--- src/rtl/muldiv_pkg.sv ---
// rtl/muldiv_pkg.sv - shared types and constants for the RV32M multiply/divide sequencer
package muldiv_pkg;

  localparam int XLEN  = 32;
  localparam int CNT_W = $clog2(XLEN);

  localparam logic [XLEN-1:0] DIV0_Q = 32'hFFFF_FFFF;
  localparam logic [XLEN-1:0] OVF_Q  = 32'h8000_0000;

  typedef enum logic [2:0] {
    OP_MUL    = 3'b000,
    OP_MULH   = 3'b001,
    OP_MULHSU = 3'b010,
    OP_MULHU  = 3'b011,
    OP_DIV    = 3'b100,
    OP_DIVU   = 3'b101,
    OP_REM    = 3'b110,
    OP_REMU   = 3'b111
  } muldiv_op_e;

  typedef enum logic [1:0] {
    ST_IDLE,
    ST_CALC,
    ST_FIX,
    ST_DONE
  } muldiv_state_e;

endpackage

--- src/rtl/muldiv_iter.sv ---
// rtl/muldiv_iter.sv - one radix-2 step per cycle: shift-add multiply or restoring divide
module muldiv_iter
  import muldiv_pkg::*;
(
  input  logic            clk_i,
  input  logic            rst_ni,
  input  logic            load_i,
  input  logic            en_i,
  input  logic            div_i,
  input  logic [XLEN-1:0] a_i,
  input  logic [XLEN-1:0] b_i,
  output logic [XLEN-1:0] hi_o,
  output logic [XLEN-1:0] lo_o,
  output logic            last_o
);

  logic [XLEN-1:0]  hi_q, hi_d, lo_q, lo_d, b_q, b_d;
  logic [CNT_W-1:0] cnt_q, cnt_d;
  logic [XLEN:0]    sum, shl, diff;
  logic             ge;

  always_comb begin
    sum  = {1'b0, hi_q} + (lo_q[0] ? {1'b0, b_q} : '0);
    shl  = {hi_q, lo_q[XLEN-1]};
    diff = shl - {1'b0, b_q};
    // partial remainder stays below 2*divisor, so bit XLEN of diff is its sign
    ge   = ~diff[XLEN];

    hi_d  = hi_q;
    lo_d  = lo_q;
    b_d   = b_q;
    cnt_d = cnt_q;
    if (load_i) begin
      hi_d  = '0;
      lo_d  = a_i;
      b_d   = b_i;
      cnt_d = '0;
    end else if (en_i) begin
      cnt_d = cnt_q + CNT_W'(1);
      if (div_i) begin
        hi_d = ge ? diff[XLEN-1:0] : shl[XLEN-1:0];
        lo_d = {lo_q[XLEN-2:0], ge};
      end else begin
        hi_d = sum[XLEN:1];
        lo_d = {sum[0], lo_q[XLEN-1:1]};
      end
    end
  end

  always_ff @(posedge clk_i) begin
    if (!rst_ni) begin
      hi_q  <= '0;
      lo_q  <= '0;
      b_q   <= '0;
      cnt_q <= '0;
    end else begin
      hi_q  <= hi_d;
      lo_q  <= lo_d;
      b_q   <= b_d;
      cnt_q <= cnt_d;
    end
  end

  assign hi_o   = hi_q;
  assign lo_o   = lo_q;
  assign last_o = (cnt_q == CNT_W'(XLEN-1));

endmodule

--- src/rtl/muldiv_ctrl.sv ---
// rtl/muldiv_ctrl.sv - RV32M sequencer: FSM, operand sign handling, special cases, result fix-up
module muldiv_ctrl
  import muldiv_pkg::*;
(
  input  logic            i_clk,
  input  logic            i_rst_n,
  input  logic            i_start,
  input  logic            i_kill,
  input  logic [2:0]      i_funct3,
  input  logic [XLEN-1:0] i_operand_a,
  input  logic [XLEN-1:0] i_operand_b,
  output logic            o_stall,
  output logic            o_done,
  output logic [XLEN-1:0] o_result
);

  muldiv_state_e     state_q, state_d;
  muldiv_op_e        op_in, op_q, op_d;
  logic              neg_q, neg_d, neg_in, load;
  logic              a_signed, b_signed, special, iter_last;
  logic [XLEN-1:0]   result_q, result_d;
  logic [XLEN-1:0]   a_abs, b_abs, special_res, hi, lo, fix_res;
  logic [2*XLEN-1:0] prod;

  assign op_in = muldiv_op_e'(i_funct3);

  always_comb begin
    a_signed = op_in inside {OP_MULH, OP_MULHSU, OP_DIV, OP_REM};
    b_signed = op_in inside {OP_MULH, OP_DIV, OP_REM};
    a_abs    = (a_signed && i_operand_a[XLEN-1]) ? -i_operand_a : i_operand_a;
    b_abs    = (b_signed && i_operand_b[XLEN-1]) ? -i_operand_b : i_operand_b;
    // remainder follows the dividend only; divisor sign is irrelevant for REM
    neg_in   = (a_signed & i_operand_a[XLEN-1]) ^
               (b_signed & i_operand_b[XLEN-1] & (op_in != OP_REM));

    special     = 1'b0;
    special_res = '0;
    if (i_funct3[2] && i_operand_b == '0) begin
      special     = 1'b1;
      special_res = i_funct3[1] ? i_operand_a : DIV0_Q;
    end else if ((op_in == OP_DIV || op_in == OP_REM) &&
                 i_operand_a == OVF_Q && i_operand_b == '1) begin
      special     = 1'b1;
      special_res = (op_in == OP_DIV) ? OVF_Q : '0;
    end
  end

  always_comb begin
    prod = neg_q ? -{hi, lo} : {hi, lo};
    case (op_q)
      OP_MUL:                        fix_res = prod[XLEN-1:0];
      OP_MULH, OP_MULHSU, OP_MULHU:  fix_res = prod[2*XLEN-1:XLEN];
      OP_DIV, OP_DIVU:               fix_res = neg_q ? -lo : lo;
      default:                       fix_res = neg_q ? -hi : hi;
    endcase
  end

  always_comb begin
    state_d  = state_q;
    op_d     = op_q;
    neg_d    = neg_q;
    result_d = result_q;
    load     = 1'b0;
    o_stall  = 1'b0;
    case (state_q)
      ST_IDLE: begin
        o_stall = i_start & (~i_kill | special);
        if (i_start && !i_kill) begin
          op_d  = op_in;
          neg_d = neg_in;
          if (special) begin
            state_d  = ST_DONE;
            result_d = special_res;
          end else begin
            state_d = ST_CALC;
            load    = 1'b1;
          end
        end
      end
      ST_CALC: begin
        o_stall = ~i_kill;
        if (i_kill)         state_d = ST_IDLE;
        else if (iter_last) state_d = ST_FIX;
      end
      ST_FIX: begin
        o_stall = ~i_kill;
        if (i_kill) begin
          state_d = ST_IDLE;
        end else begin
          state_d  = ST_DONE;
          result_d = fix_res;
        end
      end
      default: state_d = ST_IDLE;
    endcase
  end

  always_ff @(posedge i_clk) begin
    if (!i_rst_n) begin
      state_q  <= ST_IDLE;
      op_q     <= OP_MUL;
      neg_q    <= 1'b0;
      result_q <= '0;
    end else begin
      state_q  <= state_d;
      op_q     <= op_d;
      neg_q    <= neg_d;
      result_q <= result_d;
    end
  end

  muldiv_iter u_iter (
    .clk_i  (i_clk),
    .rst_ni (i_rst_n),
    .load_i (load),
    .en_i   (state_q == ST_CALC),
    .div_i  (op_q[2]),
    .a_i    (a_abs),
    .b_i    (b_abs),
    .hi_o   (hi),
    .lo_o   (lo),
    .last_o (iter_last)
  );

  assign o_done   = (state_q == ST_DONE);
  assign o_result = result_q;

endmodule

--- config.mk ---
export PLATFORM = sky130hd
export DESIGN_NAME = muldiv_ctrl
export DESIGN_NICKNAME = d
export VERILOG_FILES = /design/src/rtl/muldiv_pkg.sv /design/src/rtl/muldiv_iter.sv /design/src/rtl/muldiv_ctrl.sv
export SDC_FILE = /design/constraint.sdc
export NUM_CORES = 1
export LEC_CHECK = 0
export ABC_AREA = 1
export CORE_MARGIN = 2
export CORE_UTILIZATION = 50
export CTS_CLUSTER_SIZE = 25
export DETAILED_ROUTE_END_ITERATION = 8
export PLACE_DENSITY = 0.79
export SYNTH_ARGS = -nofsm -noshare
export SYNTH_HDL_FRONTEND = slang
export SYNTH_HIERARCHICAL = 1
export SYNTH_SLANG_ARGS = --single-unit
--- constraint.sdc ---
create_clock -name i_clk -period 5.9 [get_ports i_clk]
set_input_delay 1.18 -clock i_clk [delete_from_list [all_inputs] [get_ports i_clk]]
set_output_delay 1.18 -clock i_clk [all_outputs]
set_load 0.01 [all_outputs]
# Word level (Yosys, flattened, before mapping)
# Index checks and enable logic that the tools add are counted.
[totals]
reg_bits = 139
input_bits = 71
out_inout_bits = 34
[op_classes]
n_addsub = 8
n_eq_ne = 20
n_mux = 32
bitwise_logic = 9
n_reduce_logical = 22
[ops]
columns = ["op", "count"]
rows = [
  ["two-way mux 32 bit", 17],
  ["negation 32 bit", 4],
  ["case mux 32 bit (3 select lines)", 1],
  ["equality test 32 bit (second input constant)", 2],
  ["two-way mux 64 bit", 1],
  ["negation 64 bit", 1],
  ["case mux 32 bit (2 select lines)", 1],
  ["adder 32 x 33 -> 33 bit", 1],
  ["subtractor 33 x 32 -> 33 bit", 1],
  ["zero test 32 bit", 1],
  ["equality test 3 bit (second input constant)", 4],
  ["two-way mux 2 bit", 5],
  ["equality test 3 x 2 -> 1 bit (second input constant)", 3],
  ["equality test 3 x 1 -> 1 bit (second input constant)", 2],
  ["logical AND 1 bit", 6],
  ["inequality test 2 bit (second input constant)", 3],
  ["inequality test 3 bit (second input constant)", 2],
  ["case mux 2 bit (3 select lines)", 1],
  ["OR reduction 2 bit", 3],
  ["adder 5 x 1 -> 5 bit (second input constant)", 1],
  ["equality test 5 bit (second input constant)", 1],
  ["two-way mux 1 bit", 5],
  ["AND 1 bit", 4],
  ["equality test 2 bit (second input constant)", 2],
  ["15 further kinds", 19],
]

# Longest topological paths before layout
# Gate-level depths: netlist (run 1).
[depth]
word_depth = 10
ltp_mapped = 19
depth_no_buf = 18

# Hierarchy
# Netlist (run 1), hierarchy kept.
[modules_own_cells]
columns = ["module", "instances", "cells_each", "area_each_um2"]
rows = [
  ["muldiv_iter", 1, 1833, 10161.0],
  ["muldiv_ctrl", 1, 1415, 7257.0],
]

# Worst setup path after synthesis (run 1)
# No wires, ideal clock.
[synth_timing]
path_kind = "input to output"
startpoint = "input i_operand_b[1]"
endpoint = "output o_stall"
arrival_ns = 2.276
required_ns = 4.720
slack_ns = 2.444
path_stages = 10
path_buffers = 0
cell_sequence = "inv_1 ha_1 nand3_2 nor2_2 nand3b_1 nor2_1 nand2_1 nand2_2 o21bai_1 a21oi_1"
[synth_between]
elab_chain_cells = 7
elab_cells_between_ends = 9
[synth_lines]
columns = ["element", "line_no", "text"]
rows = [
  ["start, declared", "muldiv_ctrl.sv:11", "input logic [XLEN-1:0] i_operand_b,"],
  ["equality test 32 bit", "muldiv_ctrl.sv:42", "i_operand_a == OVF_Q && i_operand_b == '1) begin"],
  ["logical AND 1 bit", "muldiv_ctrl.sv:42", ""],
  ["two-way mux 1 bit", "muldiv_ctrl.sv:41", "end else if ((op_in == OP_DIV || op_in == OP_REM) &&"],
  ["two-way mux 1 bit *", "muldiv_ctrl.sv:38", "if (i_funct3[2] && i_operand_b == '0) begin"],
  ["OR 1 bit *", "muldiv_ctrl.sv:67", "o_stall = i_start & (~i_kill | special);"],
  ["AND 1 bit *", "muldiv_ctrl.sv:67", ""],
  ["case mux 1 bit (2 select lines) *", "muldiv_ctrl.sv:65", "case (state_q)"],
  ["end, declared", "muldiv_ctrl.sv:12", "output logic o_stall,"],
]
# Mark *: on every way between the ends. The rest lies on a longest branch, timed or not.

# Worst setup path in the final report (run 1)
[layout_timing]
startpoint = "input i_operand_a[0]"
endpoint = "output o_stall"
[layout_between]
elab_chain_cells = 8
[layout_lines]
columns = ["element", "line_no", "text"]
rows = [
  ["start, declared", "muldiv_ctrl.sv:10", "input logic [XLEN-1:0] i_operand_a,"],
  ["equality test 32 bit", "muldiv_ctrl.sv:42", ""],
  ["logical AND 1 bit", "muldiv_ctrl.sv:41", ""],
  ["logical AND 1 bit", "muldiv_ctrl.sv:42", ""],
  ["two-way mux 1 bit", "muldiv_ctrl.sv:41", ""],
  ["two-way mux 1 bit", "muldiv_ctrl.sv:38", ""],
  ["OR 1 bit", "muldiv_ctrl.sv:67", ""],
  ["AND 1 bit", "muldiv_ctrl.sv:67", ""],
  ["case mux 1 bit (2 select lines)", "muldiv_ctrl.sv:65", ""],
]
# No other way between the ends.

==> impl_metrics.csv, run 1 <==
group,metric,value,unit
layout,synthToLayoutAreaGrowth,10.6,%
timing,setup_ws,1150,ps
timing,tns,0,ps
setup_path,startpoint_type,"input port",
pwr,vdd_drop_max,0.230,mV
synthesis,synth_top_area_share,22.2,%
pwr,powerDensity,311,mW/mm2
clock_tree,post_cts_resized,0,
clock_tree,ctsHoldBuffers,0,
floorplan,io_pins,105,
global_routing,grt_max_degree,91,
setup_path,reg2reg_slack,2430,ps
clock_tree,clk_path_buf_depth,2,
route,drc_errors,0,
clock_tree,post_cts_buffers,0,
global_routing,global_route.usage.met1,49.7,%
placed_design,port_buffers,104,
floorplan,die_w,191,um
outcome,status,"finished clean",
run,max_cap_viol_count,0,
setup_path,crit_fanout,4,
timing,fin_crit,4750,ps
synthesis,ys_top_cells_by_area,"nand2_1 (22%), dfxtp_1 (16%), inv_1 (11%), nor2_1 (7.9%), nand3_1 (6.2%)",
synthesis,ys_warn_count,6,
timing,finalHoldViolations,0,
global_routing,grt_pass1_wl,96900,um
clock_tree,tritoncts,"yes",
clock_tree,cts_inserted_buffers,17,
layout,final_common_cell,"nand2_1",
timing,fin_skew,10.4,ps
synthesis,netlist_instances,3248,
route,wire_per_inst,16.7,um
layout,antennaDiodeCount,0,
setup_path,required,4720,ps
pwr,power_frac_clock,17.5,%
setup_path,r2r-start,"u_iter/lo_o[0]",
timing,final_max_slew_viol_count,0,
synthesis,async_reset_ff_share,0,%
global_routing,grt_pass1_vias,18000,
synthesis,syn_nets,3396,
floorplan,fp-row-count,68,
setup_path,worstPathArrival,3570,ps
synthesis,yosysTopAreaCell,"nand2_1",
synthesis,ys_ff_latch,139,
timing,fmax,211,MHz
global_routing,met2_usage,47.0,%
floorplan,core_area,0.0345,mm2
placed_design,place_hpwl,48900,um
clock_tree,cts_root_buffer,"clkbuf_16",
timing,period_share,80.5,%
timing,rsz0062_at_grt,"no",
floorplan,initial_core_util,50.5,%
layout,fill_cells,3628,
pwr,power_frac_seq,22.1,%
placed_design,gp_congestion,1.04,
global_routing,antenna_found_initial,0,
pwr,intPower,2.75,mW
clock_tree,htreeDepth,4,
global_routing,grt_use_met3,7.91,%
route,first_pass_iters,7,
pwr,leakage,9.77,nW
global_routing,gr-total-overflow,0,
timing,maxSlewHeadroom,25.3,%
setup_path,r2r-end,"u_iter/hi_o[27]",
setup_path,end_kind,"primary output",
route,first_iter_violations,2571,
floorplan,die-area,0.0363,mm2
layout,final_nets,3440,
clock_tree,cts.reportedPaths.clkPinSlew,70,ps
setup_path,critPathKind,"in -> out",
setup_path,crit_end,"o_stall",
layout,layout_common_cells,"nand2_1 (1,031), inv_1 (499), nor2_1 (363)",
synthesis,avgSynthCellArea,5.36,um2
route,via_per_inst,5.54,
setup_path,rr_worst_depth,16,
clock_tree,clk_latency,440,ps
synthesis,synth_flop_cell,"dfxtp_1",
route,ant_nets,0,
pwr,p_sw_share,54.1,%
global_routing,grt_use_total,34.0,%
synthesis,ys_types,51,
pwr,pwr-share-comb,60.5,%
clock_tree,cts.sinks,139,
pwr,switching_power,3.25,mW
route,via_count,20800,
global_routing,grt_busiest_layer,"met1",
route,routed_wl,63000,um
hold_path,hold_path_class,"reg -> reg",
floorplan,die_h,191,um
synthesis,netlist_area,0.0174,mm2
timing,tightestPinTransition,1120,ps
setup_path,cp-startpoint,"i_operand_a[0]",
synthesis,synth-edff-count,0,
synthesis,ys_seq_area_share,16.0,%
placed_design,post-place-ws,1220,ps
layout,drive_gt1_share,4.45,%
timing,setup-violations-final,0,
==> layout make-up <==
cell class | instances | area, um2 | share of cell area, %
Sequential cell | 139 | 2790 | 14.5
Clock inverter | 15 | 133 | 0.688
Clock buffer | 17 | 425 | 2.21
Inverter | 514 | 1930 | 10.0
Tap cell | 455 | 569 | 2.95
Multi-Input combinational cell | 2498 | 12200 | 63.5
Timing Repair Buffer | 122 | 1180 | 6.10
==> Yosys cell counts (22+ instances only) <==
cell type and number:
nand3_1 217, a21oi_1 198, nand2_1 1031, nand4_1 49, ha_1 75, nor3_1 47, xnor2_1 22, o21ai_0 211
clkbuf_1 67, a31oi_1 42, inv_1 499, dfxtp_1 139, o21a_1 27, xor2_1 62, nor2_1 366
==> worst min-delay path by stage <==
stage,start,end,slack [ps],cells after the start
2_1_floorplan,u_iter/cnt_q[4],u_iter/cnt_q[4],450,2
3_3_place_gp,o_result[23],o_result[23],460,2
3_5_place_dp,o_result[23],o_result[23],460,2
4_1_cts,o_result[25],o_result[25],470,2
5_1_grt,o_result[25],o_result[25],490,2
6_report,o_result[25],o_result[25],470,2
==> power groups by stage <==
stage | clock network, mW | registers, mW | logic [mW]
2_1_floorplan | 0 | 1.17 | 2.77
3_3_place_gp | 0 | 1.32 | 3.48
3_5_place_dp | 0 | 1.32 | 3.50
4_1_cts | 1.05 | 1.30 | 3.53
5_1_grt | 1.09 | 1.32 | 4.05
6_report | 1.05 | 1.32 | 3.62
==> worst max-delay path, cell delays in order <==
cell             delay (ps)
clkdlybuf4s50_1         450
inv_1                   100
ha_1                    190
nand2_1                 120
nor2_4                  160
nand2_1                 100
nor2_1                  210
nand3_1                 120
nand2_2                 110
o21bai_1                 70
a21oi_1                 190
clkdlybuf4s50_1         570
==> per-layer routing <==
layer | vias to the layer above | wire length (um)
met5 | - | 0
met3 | 138 | 8180
li1 | 10400 | -
met1 | 9091 | 27900
met4 | 0 | 2670
met2 | 1180 | 24300
==> stage by stage <==
| step | hold WS, ps | util (%) | total power [mW] | area (um2) | cells |
|---|---|---|---|---|---|
| 4_1_cts | 470 | 55.9 | 5.87 | 19300 | 3760 |
| 3_3_place_gp | 460 | 54.3 | 4.80 | 18700 | 3728 |
| 2_1_floorplan | 445 | - | 3.94 | 17400 | 3248 |
| 6_report | 470 | 55.9 | 5.99 | 19300 | 3760 |
| 3_5_place_dp | 459 | 54.3 | 4.82 | 18700 | 3728 |
| 5_1_grt | 487 | 55.9 | 6.46 | 19300 | 3760 |
==> kinds of logic after synthesis <==
group                      synth area share, %
AOI/OAI and AO/OA                         16.8
xor gates and xnor gates                  4.22
adders and majority gates                 5.62
buffers and inverters                     13.8
DFF                                       16.0
and+or+nand+nor                           43.6
==> state kept, by name, indices dropped and copies added, names as in the netlist <==
signal,flops
u_iter/cnt_q,5
u_iter/lo_o,32
state_q,2
op_q,3
neg_q,1
u_iter/b_q,32
o_result,32
u_iter/hi_o,32
No activity file was read; power rests on OpenSTA's default activity.
==> run 2, diff against run 1 <==
- PLACE_DENSITY: 0.79 -> 0.82
- clock period: 5.9 -> 4.05 ns (I/O delays scaled with it)
==> run 2 against run 1 <==
Effect of this change:
- power grew 47%
- highest routed layer unchanged
- critical path type unchanged
- flip-flop and latch count is the same
- register-to-register slack lost 1500 ps
- die area is the same
- sequential power grew 44%
- wire length grew 0.85%
- critical path depth is the same
- largest power group unchanged
- global-route usage grew 0.54 points
==> impl_metrics.csv, run 2 (same netlist as run 1, synthesis figures left out) <==
group,metric,value,unit
floorplan,core_area,0.0345,mm2
placed_design,port_buffers,104,
setup_path,critPathKind,"in -> out",
layout,synthToLayoutAreaGrowth,12.0,%
timing,fin_crit,3530,ps
layout,final_nets,3467,
setup_path,crit_fanout,4,
route,first_iter_violations,2781,
pwr,vdd_drop_max,0.346,mV
setup_path,required,3240,ps
timing,finalHoldViolations,0,
layout,seqCellArea,0.00279,mm2
clock_tree,cts.reportedPaths.clkPinSlew,60,ps
global_routing,grt_max_degree,77,
outcome,status,"finished clean",
layout,layout_common_cells,"nand2_1 (1,031), inv_1 (499), nor2_1 (363)",
route,first_pass_iters,8,
placed_design,gp_congestion,1.07,
global_routing,antenna_found_initial,1,
route,via_per_inst,5.58,
layout,fin_util,56.6,%
clock_tree,htreeDepth,4,
clock_tree,clk_latency,430,ps
global_routing,gr-total-overflow,0,
timing,tns,0,ps
timing,fin_skew,8.90,ps
pwr,powerDensity,452,mW/mm2
global_routing,grt_pass1_wl,98700,um
floorplan,fp-row-count,68,
timing,period_share,87.1,%
floorplan,die_h,191,um
clock_tree,cts_root_buffer,"clkbuf_16",
layout,multi_input_area,0.0122,mm2
hold_path,hold_path_class,"reg -> reg",
run,max_cap_viol_count,0,
clock_tree,ctsHoldBuffers,0,
timing,tightestPinTransition,1090,ps
timing,final_max_slew_viol_count,0,
timing,fmax,283,MHz
floorplan,initial_core_util,50.5,%
route,drc_errors,0,
setup_path,startpoint_type,"input port",
global_routing,grt_use_total,34.6,%
route,ant_nets,0,
timing,rsz0062_at_grt,"no",
placed_design,place_area,0.0189,mm2
timing,setup-violations-final,0,
clock_tree,tritoncts,"yes",
pwr,leakage,9.93,nW
placed_design,dpl.cell_count,3755,
floorplan,io_pins,105,
setup_path,worstPathArrival,2720,ps
setup_path,end_kind,"primary output",
route,routed_wl,63500,um
floorplan,die_w,191,um
floorplan,die-area,0.0363,mm2
timing,maxSlewHeadroom,27.4,%
layout,fill_cells,3545,
layout,drive_gt1_share,5.19,%
placed_design,place_hpwl,50200,um
clock_tree,clk_path_buf_depth,2,
route,via_count,21100,
layout,final_common_cell,"nand2_1",
route,wire_per_inst,16.8,um
clock_tree,cts.sinks,139,
clock_tree,post_cts_buffers,0,
layout,instances_no_fill,3788,
global_routing,grt_pass1_vias,18200,
layout,fin_area,0.0195,mm2
clock_tree,cts_inserted_buffers,17,
-- run 2: cell count changes in the layout (fill, tap and decap cells not counted), moves of 2 or more --
cell,delta
inv_8,-3
bufinv_16,+2
clkinv_2,+4
buf_4,+26
inv_6,-5
-- run 2: final timing paths --
check	endpoint	slack, ps	cells past startpoint	startpoint
max	o_stall	520	12	i_operand_a[1]
min	u_iter/cnt_q[4]	470	2	u_iter/cnt_q[4]
max reg2reg	u_iter/hi_o[27]	920	16	u_iter/lo_o[0]
min reg2reg	u_iter/cnt_q[4]	470	2	u_iter/cnt_q[4]
-- run 2: repair_timing --
| action | 4_1_cts | 5_1_grt |
|---|---|---|
| hold endpoints to repair | 0 | 0 |
| resized for setup | 0 | 1 |
| setup endpoints to repair | 0 | 1 |
-- run 2: power breakdown --
group	total, mW	internal, mW	leakage (nW)	switching (mW)
Sequential	1.90	1.51	1.13	0.390
Clock	1.55	0.903	0.267	0.648
Combinational	5.37	1.72	8.53	3.65
-- run 2: layout make-up --
type | count | share of cell area [%]
flip-flops and latches | 139 | 14.3
well taps | 455 | 2.92
clock buffers | 17 | 2.18
inverters | 514 | 9.92
diodes | 1 | 0.0128
multi-input cells | 2498 | 62.8
repair buffers | 149 | 7.15
clock inverters | 15 | 0.776
-- run 2: through the flow --
step,hold WS (ps),setup slack (ps),power (mW)
global route,499,378,9.53
detailed placement,465,165,7.06
finish,466,522,8.82
global placement,460,150,7.02
floorplan,445,1280,5.74
CTS,474,142,8.63
-- run 2: layer usage --
metal | routed length (um) | share of wire [%] | GRT usage (%) | vias up
li1 | - | - | - | 10500
met2 | 24600 | 39 | 48.1 | 1247
met1 | 28100 | 44 | 50.9 | 9272
met4 | 2820 | 4.4 | 14.9 | 0
met3 | 8000 | 13 | 6.85 | 151
met5 | 0 | 0 | 0 | -
-- run 2: critical path, stage by stage --
cell and delay [ps]:
clkdlybuf4s50_1 420, inv_1 100, ha_1 210, nand2_1 120, nor2_4 160, nand2_1 100
nor2_1 170, nand3_1 100, nand2_2 100, o21bai_1 70, a21oi_1 160, dlymetal6s2s_1 180
